==> config.mk <==
export PLATFORM = sky130hd
export DESIGN_NAME = baud_gen
export DESIGN_NICKNAME = d
export VERILOG_FILES = /design/src/rtl/baud_gen.sv
export SDC_FILE = /design/constraint.sdc
export NUM_CORES = 1
export LEC_CHECK = 0
export CORE_AREA = 2 2 39 41
export CTS_BUF_LIST = sky130_fd_sc_hd__clkbuf_8
export DETAILED_ROUTE_END_ITERATION = 10
export DIE_AREA = 0 0 41 43
export PLACE_DENSITY = 0.49
export SETUP_SLACK_MARGIN = 0.15
export SYNTH_ARGS = -nofsm -noshare
export SYNTH_HDL_FRONTEND = slang
export SYNTH_SLANG_ARGS = --single-unit
==> constraint.sdc <==
create_clock -name clk -period 3.15 [get_ports clk]
set_input_delay 0.315 -clock clk [delete_from_list [all_inputs] [get_ports clk]]
set_output_delay 0.315 -clock clk [all_outputs]
set_load 0.05 [all_outputs]
==> src/rtl/baud_gen.sv <==
// baud_gen: free-running tick generator, one pulse every round(clk_hz/baud) clocks
module baud_gen #(
    parameter int clk_hz = 12000000,
    parameter int baud   = 115200
) (
    input  logic clk,
    input  logic reset,
    output logic baud_tick
);
    localparam int DIV = (clk_hz + baud / 2) / baud;
    localparam int CW  = (DIV <= 2) ? 1 : $clog2(DIV);

    if (DIV < 2) begin : g_div_check
        $error("baud_gen: divisor (clk_hz+baud/2)/baud=%0d is below 2 for clk_hz=%0d baud=%0d", DIV, clk_hz, baud);
    end

    logic [CW-1:0] cnt    = '0;
    logic          tick_q = 1'b0;
    logic          last;

    assign last      = cnt == CW'(DIV - 1);
    assign baud_tick = tick_q;

    // count 0..DIV-1 and raise the registered tick on the wrap
    always_ff @(posedge clk) begin
        if (reset) begin
            cnt    <= '0;
            tick_q <= 1'b0;
        end else begin
            cnt    <= last ? '0 : cnt + 1'b1;
            tick_q <= last;
        end
    end
endmodule

* Word-level counts from Yosys, hierarchy flattened
Index checks and enable logic that the tools add are counted.
Storage, ports and cells: output and inout port bits 1, word-level logic and storage cells 5, bits in registers 8
Cells by class: reductions and logical operators 1, add/sub/neg operators 1, equality and inequality tests 1
Operator list (count):
- 7-bit by 1-bit adder with 7-bit output (second input constant) | 1
- 7-bit == test (second input constant) | 1
- 2-bit OR reduction | 1

* Longest topological paths before layout
Gate-level depths: netlist (run 1).
depth in word-level cells 2, gate-level depth with buffers 4, depth with buffers taken out 4

* Least setup slack after synthesis (run 1)
OpenSTA, ideal clock, no wires.
path type reg-to-reg, start point register cnt[0], end point register cnt[3], cell stages (with the launch flop) 5, data required time 3.021 ns, library setup time 0.129 ns, arrival 0.994 ns, path slack 2.027 ns, path through dfxtp_1 > ha_1 > nand2_1 > o21bai_1 > nor2_1
On the way: cells in the longest elaborated chain, start to end 2, elaborated cells on any way between the ends 3, those cells by class add/sub: 1; eq/ne: 1; reduce/logical: 1
RTL lines:
- start, declared | RTL line 17 | logic [CW-1:0] cnt = '0;
- start signal, assigned | RTL line 30 | cnt <= last ? '0 : cnt + 1'b1;
- branches (longest 2 deep; another with 7-bit by 1-bit adder with 7-bit output)
Several ways; the timed one is not identified. A chain may end at the register's enable or synchronous reset.

* Worst setup path after layout (run 1)
start point register tick_q, in the netlist baud_tick, end point output port baud_tick
RTL lines:
- start, declared | RTL line 18 | logic tick_q = 1'b0;
- start signal, assigned | RTL line 31 | tick_q <= last;
- end, declared | RTL line 8 | output logic baud_tick
No word-level cell between the ends.

==> results by group, run 1 <==
Timing
  • Clk_skew: 0.00103 ns
  • Unrepaired setup endpoints after global routing: false
  • Worst slew pin tran: 0.487 ns
  • Relative slew slack: 67.5%
  • Final setup viols: 0
  • Final Cycle Share: 51.4%
  • Hold Fails Final Rpt: 0
  • Max Fclk: 0.618 GHz
  • Setup TNS: 0 ns
  • Fin. max-slew vios: 0
  • Post-route minimum period: 1.62 ns

Drt
  • DR WL/cell: 8.91 um
  • Via count: 223
  • TritonRoute pass-1 iters: 3
  • WL final: 490 um
  • Routed vias/inst: 4.05
  • DRT antenna net count: 0
  • Initial DRC count: 7
  • DRC: 0

Clock tree
  • Clk buf depth: 2
  • Skew-Pair Late Insertion Delay: 0.22 ns
  • Root Buffer: clkbuf_8
  • Post-CTS Setup Inserts: 0
  • Inserted Clock Buffers: 3
  • CTS tree: done
  • Hold-fix buffers, CTS: 0
  • CTS H-tree lvls: 1
  • Cts repair resizes: 0
  • Clock sink total: 8
  • Clock Pin Slew Worst Setup and Hold Paths: 0.04 ns

Worst setup path
  • Buf/Inv on CP: 1
  • RR Startpoint: cnt[0]$_SDFF_PP0_
  • Critical path depth: 1
  • Reg-to-Reg End: cnt[4]$_SDFF_PP0_
  • WS Path Type: reg -> out
  • Worst Path Max Fanout: 1
  • Arrival time worst endpoint: 1.30 ns
  • Worst path cell trace: clkdlybuf4s50_1
  • Crit path largest cell delay: 0.79 ns
  • Flop-to-flop setup slack: 1.84 ns
  • Setup crit end kind: output pin
  • Capture point of the critical path: baud_tick
  • WP data required: 2.83 ns
  • Cell count of the worst reg-to-reg path: 4
  • Crit path max-delay cell type: clkdlybuf4s50_1
  • Setup crit start: baud_tick$_SDFF_PP0_
  • Delay-heaviest family, CP: buffers and inverters
  • Startpoint class of the critical path: flop

Power and ir drop
  • Maximum VDD drop: 204 uV
  • Static Leak: 0.143 nW
  • Power Total: 0.238 mW
  • Pwr Density: 591 nW/um2

Synth
  • Synth area leaders: dfxtp_1 (50%), ha_1 (7.8%), nor2_1 (5.8%)
  • #FFs+latches synth: 8
  • Post-synth EDFFs: 0
  • Seq/Total Area, Yosys: 49.8%
  • Post-Syn Area: 322 um2
  • Cell variety after synth: 15
  • Top-count cell post-synth: dfxtp_1
  • Synth top area share: 49.8%
  • Avg Cell Area, Syn: 9.46 um2
  • Top post-synthesis cells by count: dfxtp_1 (8), nor2_1 (5), nand2_1 (3)
  • Ys async rst share: 0%
  • Synth Flop Type: dfxtp_1
  • Gate Count Post-Synth: 34
  • Post-Syn Nets: 38
  • Synth area leader: dfxtp_1
  • Ys Warns: 0

Placement
  • Placed wire-length estimate: 361 um
  • Port bufs: 2
  • GPL Wtd Cong: 0.638

GRT
  • GRT overflow: 0
  • Number of antenna violations at the first check in global routing: 0
  • Tot GR Track Use: 8.05%
  • Largest net degree at the start of global routing: 7
  • Vias in the first global route: 211
  • First-pass GRT wire length: 883 um

Die
  • # IOs: 3
  • Initial Utilization: 23.2%
  • Core ar.: 1380 um2
  • Die area: 1760 um2
  • Die Wd: 41 um
  • Die height: 43 um
  • Row cnt: 14

Final layout
  • Layout cells sized above 1: 10.3%
  • Area growth from synthesis to layout: 25.3%
  • Layout net count: 45
  • FF+latch area: 160 um2
  • Ant. Diodes: 0
  • Filler cells: 145
  • Multi-input logic area: 158 um2

Hold path
  • Hold crit path type: reg -> reg

Run
  • Max Cap Violations: 0

Status
  • Result of the run: complete, no violations
## per-layer routing
metal  part of all wire [%]  global-route usage [%]  up-vias
li1                       -                       -      129
met1                     53                    10.7       90
met2                     43                    9.06        4
met3                    3.7                    4.71        0
met4                      0                    6.00        0
met5                      0                       0        -
## sequential cells by signal, indices dropped and copies added, names as in the netlist
signal     count
cnt            7
baud_tick      1
## cell usage in the layout (no fill, tap or decap)
cell type        Yosys  final
o21ai_0              2      2
nand3_1              2      2
inv_1                1      1
nand2_1              3      3
clkbuf_8             0      3
nor3_1               1      1
xor2_1               2      2
ha_1                 2      2
o21bai_1             1      1
nand4bb_1            1      1
a21oi_1              2      2
dfxtp_1              8      8
xnor2_1              1      1
nor2_1               5      5
nand3_2              1      1
clkdlybuf4s50_1      0      2
or3_1                2      2
## cell families after synthesis
| group | after synthesis | synth area share (%) |
|---|---|---|
| buffers and inverters | 1 | 1.17 |
| adder cells (fa/ha/maj) | 2 | 7.78 |
| AND/OR/NAND/NOR | 15 | 24.5 |
| XOR/XNOR | 3 | 8.17 |
| flip-flops | 8 | 49.8 |
| AO/OA/AOI/OAI | 5 | 8.56 |
## area by class of cell
class / count / share of cell area (%)
sequential: 8 / 39.8
multi-input combinational: 25 / 39.1
clock buffer: 3 / 10.2
timing repair buffer: 2 / 4.97
tap: 16 / 4.97
inverter: 1 / 0.932
## worst min path at each step
stage,endpoint,start,cells past startpoint
2_1_floorplan,cnt[2]$_SDFF_PP0_,reset,1
3_3_place_gp,cnt[0]$_SDFF_PP0_,cnt[0]$_SDFF_PP0_,1
3_5_place_dp,cnt[0]$_SDFF_PP0_,cnt[0]$_SDFF_PP0_,1
4_1_cts,cnt[0]$_SDFF_PP0_,cnt[0]$_SDFF_PP0_,1
5_1_grt,cnt[0]$_SDFF_PP0_,cnt[0]$_SDFF_PP0_,1
6_report,cnt[0]$_SDFF_PP0_,cnt[0]$_SDFF_PP0_,1
## worst reg2reg max path, cell delays in order (launching register included)
cell      delay (ns)
dfxtp_1         0.39
ha_1            0.20
nand2_1         0.07
o21bai_1        0.43
nor2_1          0.09
## metrics by stage
stage          hold WS, ns  utilization, %  std cells  setup slack, ns  area (um2)
2_1_floorplan        0.387               -         34             2.03         322
3_3_place_gp         0.469            26.1         52             1.76         362
3_5_place_dp         0.479            26.1         52             1.77         362
4_1_cts              0.489            29.1         55             1.52         403
5_1_grt              0.510            29.1         55             1.48         403
6_report             0.482            29.1         55             1.53         403
## where the power goes
part | switching [mW] | internal (mW) | total, mW | leakage [nW]
combinational | 0.00458 | 0.00472 | 0.00930 | 0.0560
clock | 0.0371 | 0.0825 | 0.120 | 0.0216
sequential | 0.00407 | 0.105 | 0.109 | 0.0651
No activity file was read; power rests on OpenSTA's default activity.
==> inputs of run 2 (changes only) <==
==> constraint.sdc (replaced) <==
create_clock -name clk -period 1.7 [get_ports clk]
set_input_delay 0.17 -clock clk [delete_from_list [all_inputs] [get_ports clk]]
set_output_delay 0.17 -clock clk [all_outputs]
set_load 0.05 [all_outputs]
==> run 2 against run 1 <==
Largest power group unchanged. Register-to-register slack worse by 1.5 ns. Via count up 7.6%. Critical endpoint unchanged. Clock-buffer cell count stayed put. Critical path type unchanged. Sequential cell count stayed put. Critical path depth unchanged. Largest cell class unchanged. Utilization is the same. Sequential share of layout area unchanged. Die area unchanged.
==> results by group, run 2 (same netlist as run 1, synthesis figures left out) <==
Final layout
  • Ant. Diodes: 0
  • Commonest non-fill, non-tap cells in the layout: dfxtp_1 (8), nor2_1 (5), nand2_1 (3), clkbuf_8 (3)
  • Filler cells: 151
  • Area growth from synthesis to layout: 25.3%
  • Max FFs per register: 7
  • Final cell count without fillers: 55
  • Reg with most FFs: cnt
  • FF+latch area: 160 um2
  • Multi-input logic area: 158 um2
  • Fin util: 29.1%
  • Layout cells sized above 1: 10.3%
  • Most common cell after layout, fill and taps aside: dfxtp_1
  • Layout net count: 45
  • Final instance area: 403 um2

Run
  • Max Cap Violations: 0

Worst setup path
  • WS Path Type: reg -> out
  • Buf/Inv on CP: 1
  • Crit path largest cell delay: 0.79 ns
  • WP data required: 1.53 ns
  • Flop-to-flop setup slack: 0.38 ns
  • Cell count of the worst reg-to-reg path: 4
  • Worst Path Max Fanout: 1
  • Setup crit end kind: output pin
  • Startpoint class of the critical path: flop
  • Crit path max-delay cell type: clkdlybuf4s50_1
  • RR Startpoint: cnt[0]$_SDFF_PP0_
  • Worst path cell trace: clkdlybuf4s50_1
  • Delay-heaviest family, CP: buffers and inverters
  • Reg-to-Reg End: cnt[4]$_SDFF_PP0_
  • Arrival time worst endpoint: 1.31 ns

Timing
  • Fin. max-slew vios: 0
  • Setup TNS: 0 ns
  • Max Fclk: 0.674 GHz
  • Final setup viols: 0
  • Relative slew slack: 67.5%
  • Worst slew pin tran: 0.486 ns
  • Clk_skew: 0.00197 ns
  • Post-route minimum period: 1.48 ns
  • Slack of the critical path: 0.216 ns
  • Final Cycle Share: 87.3%
  • Unrepaired setup endpoints after global routing: false
  • Min Hold Slack: 0.484 ns
  • Hold Fails Final Rpt: 0

Power and ir drop
  • Logic pwr share: 4.0%
  • Part of the power in registers: 45.2%
  • Psw: 0.0900 mW
  • P_int: 0.357 mW
  • Pwr Density: 1110 nW/um2
  • Static Leak: 0.143 nW
  • Switching Fraction: 20.1%
  • Clk network pwr share: 50.8%
  • Maximum VDD drop: 407 uV
  • Power Total: 0.447 mW

GRT
  • Number of antenna violations at the first check in global routing: 0
  • First-pass GRT wire length: 869 um
  • Largest net degree at the start of global routing: 7
  • GRT overflow: 0
  • Vias in the first global route: 223
  • Tot GR Track Use: 8.06%

Hold path
  • Hold Path Depth: 1
  • Min-Delay Endpoint: cnt[0]$_SDFF_PP0_
  • Hold Startpoint: cnt[0]$_SDFF_PP0_
  • Hold crit path type: reg -> reg

Clock tree
  • Root Buffer: clkbuf_8
  • Clock Pin Slew Worst Setup and Hold Paths: 0.04 ns
  • Hold-fix buffers, CTS: 0
  • Clock sink total: 8
  • Cts repair resizes: 0
  • CTS H-tree lvls: 1
  • Post-CTS Setup Inserts: 0
  • Skew-Pair Late Insertion Delay: 0.23 ns
  • Inserted Clock Buffers: 3
  • CTS tree: done
  • Clk buf depth: 2

Drt
  • DR WL/cell: 9.73 um
  • DRC: 0
  • WL final: 535 um
  • Initial DRC count: 6
  • Routed vias/inst: 4.36
  • TritonRoute pass-1 iters: 4
  • Via count: 240
  • DRT antenna net count: 0

Die
  • Row cnt: 14
  • Die height: 43 um
  • Die area: 1760 um2
  • Core ar.: 1380 um2
  • # IOs: 3
  • Die Wd: 41 um
  • Initial Utilization: 23.2%

Status
  • Result of the run: complete, no violations

Placement
  • # placed instances: 52
  • Placed wire-length estimate: 373 um
  • GPL Wtd Cong: 0.641
  • Port bufs: 2
  • Dpl ws: 0.361 ns
  • Area after DPL: 362 um2
==> run 2: worst reg2reg max path, cell delays in order, from the launching register on <==
cell,delay (ns)
dfxtp_1,0.39
ha_1,0.21
nand2_1,0.07
o21bai_1,0.42
nor2_1,0.10
==> run 2: worst max-delay path by stage <==
stage                                     from                end  slack, ns  cells past startpoint
after floorplan              cnt[0]$_SDFF_PP0_  cnt[3]$_SDFF_PP0_       0.58                      4
after global placement       cnt[0]$_SDFF_PP0_  cnt[3]$_SDFF_PP0_       0.38                      4
after detailed placement     cnt[0]$_SDFF_PP0_  cnt[3]$_SDFF_PP0_       0.36                      4
after CTS                 baud_tick$_SDFF_PP0_          baud_tick       0.21                      1
after global routing      baud_tick$_SDFF_PP0_          baud_tick       0.18                      1
final                     baud_tick$_SDFF_PP0_          baud_tick       0.22                      1
==> run 2: power by group through the flow <==
stage	Clock (mW)	Sequential, mW	Combinational (mW)
after global routing	0.239	0.203	0.0204
after global placement	0	0.205	0.0185
after floorplan	0	0.204	0.0124
after CTS	0.235	0.202	0.0184
final	0.227	0.202	0.0178
after detailed placement	0	0.206	0.0179
==> run 2: cell type report <==
| class | count | area share (%) |
|---|---|---|
| clock buffers | 3 | 10.2 |
| inverters | 1 | 0.932 |
| multi-input cells | 25 | 39.1 |
| flip-flops and latches | 8 | 39.8 |
| well taps | 16 | 4.97 |
| repair buffers | 2 | 4.97 |
==> run 2: routing by layer <==
layer	routed length, um	up-vias	GRT usage [%]
li1	-	126	-
met2	221	7	9.38
met5	0	-	0
met4	26	0	10.0
met3	23	3	3.14
met1	264	104	9.42
==> inputs of run 3 (changes only) <==
--- a/config.mk
+++ b/config.mk
@@ -5,10 +5,12 @@
 export SDC_FILE = /design/constraint.sdc
 export NUM_CORES = 1
 export LEC_CHECK = 0
+export ABC_CLOCK_PERIOD_IN_PS = 1700
 export CORE_AREA = 2 2 39 41
 export CTS_BUF_LIST = sky130_fd_sc_hd__clkbuf_8
 export DETAILED_ROUTE_END_ITERATION = 10
 export DIE_AREA = 0 0 41 43
+export MAX_ROUTING_LAYER = met4
 export PLACE_DENSITY = 0.49
 export SETUP_SLACK_MARGIN = 0.15
 export SYNTH_ARGS = -nofsm -noshare
==> run 3 against run 2 <==
Global-route usage up 0.20 points. Non-clock buffer count unchanged. Via count down 0.42%. Die area unchanged. Clock skew about the same. Sequential cell count unchanged. Hold slack unchanged. Critical endpoint unchanged. Largest cell class unchanged.
==> results by group, run 3 (same netlist as run 1, synthesis figures left out) <==
Drt
  • Routed vias/inst: 4.35
  • DRC: 0
  • Initial DRC count: 4
  • DR WL/cell: 9.73 um
  • Via count: 239
  • TritonRoute pass-1 iters: 4
  • DRT antenna net count: 0
  • WL final: 535 um

Clock tree
  • CTS tree: done
  • Root Buffer: clkbuf_8
  • Clk buf depth: 2
  • Hold-fix buffers, CTS: 0
  • Cts repair resizes: 0
  • Inserted Clock Buffers: 3
  • Clock Pin Slew Worst Setup and Hold Paths: 0.04 ns
  • Post-CTS Setup Inserts: 0
  • CTS H-tree lvls: 1
  • Clock sink total: 8
  • Skew-Pair Late Insertion Delay: 0.23 ns

Timing
  • Setup TNS: 0 ns
  • Final setup viols: 0
  • Max Fclk: 0.674 GHz
  • Min Hold Slack: 0.484 ns
  • Worst slew pin tran: 0.486 ns
  • Unrepaired setup endpoints after global routing: false
  • Post-route minimum period: 1.48 ns
  • Relative slew slack: 67.5%
  • Slack of the critical path: 0.216 ns
  • Final Cycle Share: 87.3%
  • Fin. max-slew vios: 0
  • Clk_skew: 0.00197 ns
  • Hold Fails Final Rpt: 0

Final layout
  • Final instance area: 403 um2
  • Layout cells sized above 1: 10.3%
  • Final cell count without fillers: 55
  • Area growth from synthesis to layout: 25.3%
  • Reg with most FFs: cnt
  • Ant. Diodes: 0
  • Layout net count: 45
  • Most common cell after layout, fill and taps aside: dfxtp_1
  • Commonest non-fill, non-tap cells in the layout: dfxtp_1 (8), nor2_1 (5), nand2_1 (3), clkbuf_8 (3)
  • Max FFs per register: 7
  • Fin util: 29.1%

Placement
  • Area after DPL: 362 um2
  • Port bufs: 2
  • Dpl ws: 0.361 ns
  • # placed instances: 52
  • Placed wire-length estimate: 373 um
  • GPL Wtd Cong: 0.647

GRT
  • Vias in the first global route: 224
  • First-pass GRT wire length: 869 um
  • Number of antenna violations at the first check in global routing: 0
  • Largest net degree at the start of global routing: 7
  • GRT overflow: 0
  • Tot GR Track Use: 8.26%

Worst setup path
  • Cell count of the worst reg-to-reg path: 4
  • Reg-to-Reg End: cnt[4]$_SDFF_PP0_
  • Worst Path Max Fanout: 1
  • WP data required: 1.53 ns
  • WS Path Type: reg -> out
  • Crit path largest cell delay: 0.79 ns
  • Worst path cell trace: clkdlybuf4s50_1
  • Buf/Inv on CP: 1
  • Flop-to-flop setup slack: 0.38 ns
  • RR Startpoint: cnt[0]$_SDFF_PP0_
  • Delay-heaviest family, CP: buffers and inverters
  • Crit path max-delay cell type: clkdlybuf4s50_1
  • Arrival time worst endpoint: 1.31 ns
  • Startpoint class of the critical path: flop
  • Setup crit end kind: output pin

Run
  • Max Cap Violations: 0

Die
  • Die height: 43 um
  • Initial Utilization: 23.2%
  • Core ar.: 1380 um2
  • Die Wd: 41 um
  • Row cnt: 14
  • # IOs: 3
  • Die area: 1760 um2

Power and ir drop
  • Psw: 0.0900 mW
  • Pwr Density: 1110 nW/um2
  • Switching Fraction: 20.1%
  • Logic pwr share: 4.0%
  • Clk network pwr share: 50.8%
  • Static Leak: 0.143 nW
  • P_int: 0.357 mW
  • Part of the power in registers: 45.3%
  • Power Total: 0.447 mW
  • Maximum VDD drop: 407 uV

Hold path
  • Hold Path Depth: 1
  • Hold Startpoint: cnt[0]$_SDFF_PP0_
  • Min-Delay Endpoint: cnt[0]$_SDFF_PP0_
  • Hold crit path type: reg -> reg

Status
  • Result of the run: complete, no violations
[run 3: cell counts in the layout (fill, tap and decap cells not counted)]
Identical to the previous run, type by type.
[run 3: area by class of cell]
| class | instances | area (um2) |
|---|---|---|
| multi-input cells | 25 | 158 |
| inverters | 1 | 3.75 |
| fillers | 151 | 981 |
| well taps | 16 | 20.0 |
| flip-flops and latches | 8 | 160 |
| repair buffers | 2 | 20.0 |
| clock buffers | 3 | 41.3 |
[run 3: worst max-delay path by stage]
stage,start,to,cells past startpoint
global route,baud_tick$_SDFF_PP0_,baud_tick,1
global placement,cnt[0]$_SDFF_PP0_,cnt[3]$_SDFF_PP0_,4
CTS,baud_tick$_SDFF_PP0_,baud_tick,1
detailed placement,cnt[0]$_SDFF_PP0_,cnt[3]$_SDFF_PP0_,4
finish,baud_tick$_SDFF_PP0_,baud_tick,1
floorplan,cnt[0]$_SDFF_PP0_,cnt[3]$_SDFF_PP0_,4
[run 3: power by group through the flow]
stage / combinational, mW / clock [mW] / sequential [mW]
6_report: 0.0178 / 0.227 / 0.202
5_1_grt: 0.0204 / 0.239 / 0.203
4_1_cts: 0.0184 / 0.235 / 0.202
3_5_place_dp: 0.0179 / 0 / 0.206
3_3_place_gp: 0.0185 / 0 / 0.205
2_1_floorplan: 0.0124 / 0 / 0.204
[run 3: layer usage]
layer | global-route usage, % | vias up | routed length (um)
met4 | 10.0 | 0 | 26
met2 | 9.38 | 7 | 222
met5 | - | - | 0
li1 | - | 126 | -
met3 | 3.14 | 3 | 23
met1 | 9.42 | 103 | 263
